$ cat src/rtl/register32_if.sv
// Data-side bundle of the parallel-load register: capture word, load enable, stored value.
// Latency: none of its own; plain wires between the driver and the register.
// Backpressure: none; load is a level enable with no ready or credit return.
interface register32_if #(
    parameter int WIDTH = 32
);
    logic [WIDTH-1:0] a;
    logic             load;
    logic [WIDTH-1:0] out;

    // Driver side: presents the word and the enable, observes the stored value.
    modport master (
        output a,
        output load,
        input  out
    );

    // Register side: samples word and enable, drives the stored value.
    modport slave (
        input  a,
        input  load,
        output out
    );
endinterface

$ cat src/rtl/register32.sv
// Parallel-load storage register with async active-high reset to RESET_VALUE.
// Latency: one clk from a to out when load is high at the rising edge; reset is immediate.
// Backpressure: none; the word is always accepted when load is sampled high, held otherwise.
module register32 #(
    parameter int               WIDTH       = 32,
    parameter logic [WIDTH-1:0] RESET_VALUE = '0
) (
    input logic        clk,
    input logic        res,
    register32_if.slave bus
);

    logic [WIDTH-1:0] q;

    // One flop per bit, each with its own hold/load mux and its own reset value bit.
    for (genvar i = 0; i < WIDTH; i++) begin : g_bit
        logic q_bit;

        // Reset wins over load; otherwise capture a[i] on load, else recirculate.
        always_ff @(posedge clk or posedge res) begin
            if (res) begin
                q_bit <= RESET_VALUE[i];
            end else begin
                q_bit <= bus.load ? bus.a[i] : q_bit;
            end
        end

        assign q[i] = q_bit;
    end

    // out comes straight from the flops, no output logic.
    assign bus.out = q;

endmodule

$ cat src/flat_wrapper.sv
// flat-port wrapper written by rule: the top's interface ports become plain ports
module register32_flat 
#(
    parameter int               WIDTH       = 32,
    parameter logic [WIDTH-1:0] RESET_VALUE = '0
)
  (clk, res, bus_a, bus_load, bus_out);
  register32_if #(.WIDTH(WIDTH)) bus_i ();
  input logic clk;
  input logic res;
  input wire logic [$bits(bus_i.a)-1:0] bus_a;
  input wire logic [$bits(bus_i.load)-1:0] bus_load;
  output wire logic [$bits(bus_i.out)-1:0] bus_out;
  assign bus_i.a = bus_a;
  assign bus_i.load = bus_load;
  assign bus_out = bus_i.out;
  register32 #(.WIDTH(WIDTH), .RESET_VALUE(RESET_VALUE)) u_core (.clk(clk), .res(res), .bus(bus_i));
endmodule
$ cat config.mk
export PLATFORM = sky130hd
export DESIGN_NAME = register32_flat
export DESIGN_NICKNAME = d
export VERILOG_FILES = /design/src/rtl/register32_if.sv /design/src/rtl/register32.sv /design/src/flat_wrapper.sv
export SDC_FILE = /design/constraint.sdc
export NUM_CORES = 1
export LEC_CHECK = 0
export ABC_AREA = 0
export ABC_CLOCK_PERIOD_IN_PS = 2450
export BUFFER_PORTS_ARGS = -buffer_cell sky130_fd_sc_hd__buf_2
export CAP_MARGIN = 40
export CORE_MARGIN = 5
export CORE_UTILIZATION = 50
export DETAILED_ROUTE_END_ITERATION = 8
export MAX_ROUTING_LAYER = met4
export PLACE_DENSITY = 0.85
export SYNTH_ARGS = -nofsm -noshare
export SYNTH_HDL_FRONTEND = slang
export SYNTH_SLANG_ARGS = --single-unit
$ cat constraint.sdc
create_clock -name clk -period 2.45 [get_ports clk]
set_input_delay 0.49 -clock clk [delete_from_list [all_inputs] [get_ports clk]]
set_output_delay 0.49 -clock clk [all_outputs]
set_load 0.02 [all_outputs]
==> metrics.yaml, run 1 <==
globalRouteOverflowTotal: 0
yosysSeqAreaShare_pct: 50.4
syn_nets: 136
reg.largest.list: "u_core.g_bit.q_bit x32"
grt_pass1_wl_um: 4260
drive_above_1_share_pct: 76.6
status: "finished clean"
antenna_found_initial: 0
hold_path_class: "input port to asynchronous set/reset pin"
vias: 807
final_common_cell: "buf_2"
worstSetupPathType: "register to output pin"
core_area_mm2: 0.00305
hpwl_um: 2110
die_area_mm2: 0.00441
maxClockFrequency_mhz: 723
largest_reg_flops: 32
ios: 67
cp-end-kind: "output pin"
maxCapViolCount: 0
ys_ff_latch: 32
cts_tree: "yes"
worst_setup_path_start_kind: "register"
period_share_pct: 56.5
met3_usage_pct: 5.27
num_rows: 20
regMostFlops: "u_core.g_bit.q_bit"
powerDensity_mw_per_mm2: 677
grt_busiest_layer: "met2"
fin_skew_ns: 0
cts.hold.buffers_added: 0
critPathSlowestCell: "dfrtp_1"
track_usage_pct: 13.6
hold_viol_final: 0
initial_utilization_pct: 52.0
place_ws_ns: 1.10
timing.rr.end: "u_core.g_bit[31].q_bit"
io_buffers: 66
tritoncts_num_sinks: 32
fin_util_pct: 57.4
ys_warn_count: 0
worst_pin_slew_ns: 0.597
grt_pass1_vias: 888
nets: 175
wl_um: 2750
root_buffer: "clkbuf_4"
synth.avg_cell_area_um2: 15.7
drc: 0
final_cell_mix: "66 x buf_2, 32 x dfrtp_1, 30 x mux2_4"
whs_ns: 0.220
drt_first_iter_violations: 19
drtAntennaViolNets: 0
n_antenna_cell: 0
r2r_cells: 1
die_h_um: 66.4
p_leak_nw: 0.946
num-fill-cells: 272
wl_per_cell_um: 14.9
worstPathBufferInverterCount: 1
viasPerCell: 4.36
cpPeakStageDelay_ns: 0.41
syn_inst: 101
path_max_fanout: 2
worst_slack_ns: 1.07
syn_area_mm2: 0.00159
r2r_setup_slack_ns: 1.66
power.total_mw: 1.19
fp.dieW_um: 66.4
post_cts_resized: 0
fin_tns_setup_ns: 0
crit_family: "flip-flops"
post_cts_buffers: 0
synthDistinctLibCells: 7
ir_drop_mv: 0.413
clkTransAtPathRegs_ns: 0.10
cp.arrival_ns: 0.89
grt_util_met2_pct: 21.7
use_met1_pct: 15.1
htreeDepth: 2
rsz0062_at_grt: "false"
required_ns: 1.96
slew_viol_final: 0
syn2layout_area_growth_pct: 10.2
setup_violations: 0
gp_congestion: 0.704
grt_max_degree: 33
dr.pass1.iters: 4
cts.path.max_buffers: 2
clk_latency_ns: 0.31
rr_startpoint: "u_core.g_bit[31].q_bit"
path_cells: "buf_2"
fin_crit_ns: 1.38
cts_made_buffers: 5
slew_headroom_pct: 60.2
==> worst max path at each step <==
stage	cells past startpoint	end	from	slack, ns
floorplan	1	u_core.g_bit[0].q_bit	res	1.27
global placement	3	u_core.g_bit[28].q_bit	bus_load	1.14
detailed placement	3	u_core.g_bit[8].q_bit	bus_load	1.10
CTS	1	bus_out[31]	u_core.g_bit[31].q_bit	1.05
global route	1	bus_out[4]	u_core.g_bit[4].q_bit	1.03
finish	1	bus_out[31]	u_core.g_bit[31].q_bit	1.07
==> synth_stat cells <==
| master | instances | share of area (%) |
|---|---|---|
| buf_12 | 3 | 3.8 |
| buf_4 | 32 | 15 |
| buf_6 | 1 | 0.71 |
| dfrtp_1 | 32 | 50 |
| inv_1 | 1 | 0.24 |
| mux2_2 | 2 | 1.4 |
| mux2_4 | 30 | 28 |
==> logic make-up after synthesis <==
| family | synth area share [%] |
|---|---|
| multiplexers | 29.8 |
| buffers and inverters | 19.8 |
| flip-flops | 50.4 |
==> per-stage QoR <==
step	area, um2	cells
2_1_floorplan	1590	101
3_3_place_gp	1690	177
3_5_place_dp	1690	177
4_1_cts	1750	185
5_1_grt	1750	185
6_report	1750	185
==> power breakdown <==
group	switching (mW)	total, mW	internal [mW]
clock network	0.168	0.305	0.136
registers	0.0284	0.609	0.581
logic	0.137	0.272	0.135
total	0.333	1.19	0.852
==> final cells by class <==
class / instances / area [um2] / area share (%)
inverters: 1 / 3.75 / 0.214
clock inverters: 2 / 10.0 / 0.571
clock buffers: 6 / 51.3 / 2.93
multi-input cells: 32 / 473 / 27.0
repair buffers: 68 / 358 / 20.4
flip-flops and latches: 32 / 801 / 45.7
well taps: 44 / 55.1 / 3.14
==> metal layers <==
metal | vias up | part of all wire [%] | wire (um)
met5 | - | 0 | 0
met4 | 0 | 1.8 | 50
met3 | 6 | 8.6 | 238
met2 | 41 | 50 | 1380
met1 | 379 | 39 | 1090
li1 | 381 | - | -
Power figures use the tool's default switching activity.
==> inputs of run 2 (changes only) <==
--- a/config.mk
+++ b/config.mk
@@ -6,14 +6,14 @@
 export NUM_CORES = 1
 export LEC_CHECK = 0
 export ABC_AREA = 0
-export ABC_CLOCK_PERIOD_IN_PS = 2450
+export ABC_CLOCK_PERIOD_IN_PS = 1400
 export BUFFER_PORTS_ARGS = -buffer_cell sky130_fd_sc_hd__buf_2
 export CAP_MARGIN = 40
 export CORE_MARGIN = 5
-export CORE_UTILIZATION = 50
+export CORE_UTILIZATION = 47
 export DETAILED_ROUTE_END_ITERATION = 8
 export MAX_ROUTING_LAYER = met4
-export PLACE_DENSITY = 0.85
+export PLACE_DENSITY = 0.81
 export SYNTH_ARGS = -nofsm -noshare
 export SYNTH_HDL_FRONTEND = slang
 export SYNTH_SLANG_ARGS = --single-unit
==> constraint.sdc (replaced) <==
create_clock -name clk -period 1.4 [get_ports clk]
set_input_delay 0.28 -clock clk [delete_from_list [all_inputs] [get_ports clk]]
set_output_delay 0.28 -clock clk [all_outputs]
set_load 0.02 [all_outputs]
==> metrics.yaml, run 2 (synthesis results as in run 1) <==
r2r_cells: 1  # unchanged
nets: 178  # +1.7%
ios: 67  # unchanged
timing.rr.end: "u_core.g_bit[31].q_bit"
r2r_setup_slack_ns: 0.60  # -1.06 ns
post_cts_resized: 0  # unchanged
tritoncts_num_sinks: 32  # unchanged
root_buffer: "clkbuf_4"
n_antenna_cell: 0  # unchanged
drive_above_1_share_pct: 75.7  # -0.90 points
setup_violations: 0  # unchanged
hold_viol_final: 0  # unchanged
whs_ns: 0.171  # -0.0488 ns
die_area_mm2: 0.00464  # +5.4%
clkTransAtPathRegs_ns: 0.11  # about the same
hp-start: "bus_a[24]"
worst_setup_path_start_kind: "register"
clk_latency_ns: 0.33  # +0.02 ns
worstPathBufferInverterCount: 1  # unchanged
largest_reg_flops: 32  # unchanged
period_share_pct: 85.3
die_h_um: 68.1  # +2.7%
gp_congestion: 0.715  # +1.5%
rr_startpoint: "u_core.g_bit[31].q_bit"
fin_tns_setup_ns: 0  # unchanged
wl_um: 2850  # +3.5%
fp.dieW_um: 68.1  # +2.7%
crit_family: "flip-flops"
maxClockFrequency_mhz: 837
required_ns: 1.12  # -0.84 ns
core_area_mm2: 0.00331  # +8.4%
cp-end-kind: "output pin"
dr.pass1.iters: 4  # unchanged
initial_utilization_pct: 48.0  # -4.1 points
cpPeakStageDelay_ns: 0.42  # about the same
reg.largest.list: "u_core.g_bit.q_bit x32"
rsz0062_at_grt: "false"
final_cell_mix: "66 x buf_2, 32 x dfrtp_1, 30 x mux2_4"
viasPerCell: 4.42  # +1.2%
drc: 0  # unchanged
path_max_fanout: 2  # unchanged
regMostFlops: "u_core.g_bit.q_bit"
wl_per_cell_um: 15.0  # +0.76%
critPathSlowestCell: "dfrtp_1"
grt_pass1_wl_um: 4600  # +7.9%
hold-path-cell-count: 2
drt_first_iter_violations: 28  # +9
num_rows: 21  # +5.0%
worstSetupPathType: "register to output pin"
maxCapViolCount: 0  # unchanged
final_common_cell: "buf_2"
drtAntennaViolNets: 0  # unchanged
ir_drop_mv: 0.703  # +70%
cts_made_buffers: 5  # unchanged
hold_path_class: "input port to register"
path_cells: "buf_2"
syn2layout_area_growth_pct: 12.0
track_usage_pct: 14.4  # +0.78 points
io_buffers: 66  # unchanged
grt_pass1_vias: 973  # +9.6%
slew_viol_final: 0  # unchanged
cts_tree: "yes"
hold_end: "u_core.g_bit[24].q_bit"
cts.hold.buffers_added: 1  # +1
globalRouteOverflowTotal: 0  # unchanged
antenna_found_initial: 0  # unchanged
vias: 839  # +4.0%
htreeDepth: 2  # unchanged
worst_pin_slew_ns: 0.263  # -0.333 ns
slew_headroom_pct: 82.4  # +22 points
post_cts_buffers: 0  # unchanged
power.total_mw: 2.09  # +77%
cp.arrival_ns: 0.91  # +0.02 ns
grt_max_degree: 19  # -42%
status: "finished clean"
powerDensity_mw_per_mm2: 1180  # +74%
fin_skew_ns: 0  # unchanged
p_leak_nw: 0.954  # +0.77%
cts.path.max_buffers: 2  # unchanged
fin_crit_ns: 1.19
hpwl_um: 2270  # +7.3%
==> run 2: changes by cell type in the layout (fill, tap and decap cells not counted) <==
| cell | change |
|---|---|
| dlygate4sd3_1 | +1 |
| clkinv_2 | -2 |
| buf_4 | +2 |
| clkbuf_1 | +1 |
| clkinvlp_4 | +1 |
==> run 2: layout make-up <==
class	count	area, um2
fillers	301	1530
well taps	46	57.6
clock buffers	7	55.1
flip-flops and latches	32	801
clock inverters	1	7.51
repair buffers	71	383
inverters	1	3.75
multi-input cells	32	473
==> run 2: metal layers <==
layer / wire length, um / global-route usage [%] / vias to the layer above
met5: 0 / - / -
met4: 53 / 6.70 / 0
met3: 196 / 3.94 / 7
met2: 1550 / 24.7 / 38
met1: 1040 / 15.3 / 411
li1: - / - / 383
==> run 2: per-stage QoR <==
step	instance area [um2]	util (%)	setup slack (ns)	cells
after floorplan	1590	-	0.429	101
after global placement	1710	51.6	0.304	181
final	1780	53.8	0.205	190
after detailed placement	1710	51.6	0.253	181
after global routing	1780	53.8	0.166	190
after CTS	1780	53.8	0.195	190
==> run 2: worst max-delay path by stage <==
stage	depth (start not counted)	slack, ns	start	to
final	1	0.21	u_core.g_bit[31].q_bit	bus_out[31]
after global routing	1	0.17	u_core.g_bit[31].q_bit	bus_out[31]
after CTS	1	0.20	u_core.g_bit[31].q_bit	bus_out[31]
after detailed placement	3	0.25	bus_load	u_core.g_bit[18].q_bit
after global placement	3	0.30	bus_load	u_core.g_bit[16].q_bit
after floorplan	1	0.43	res	u_core.g_bit[0].q_bit
==> run 2: power breakdown <==
part	internal (mW)	switching, mW
sequential	1.02	0.0535
clock	0.246	0.299
combinational	0.241	0.239
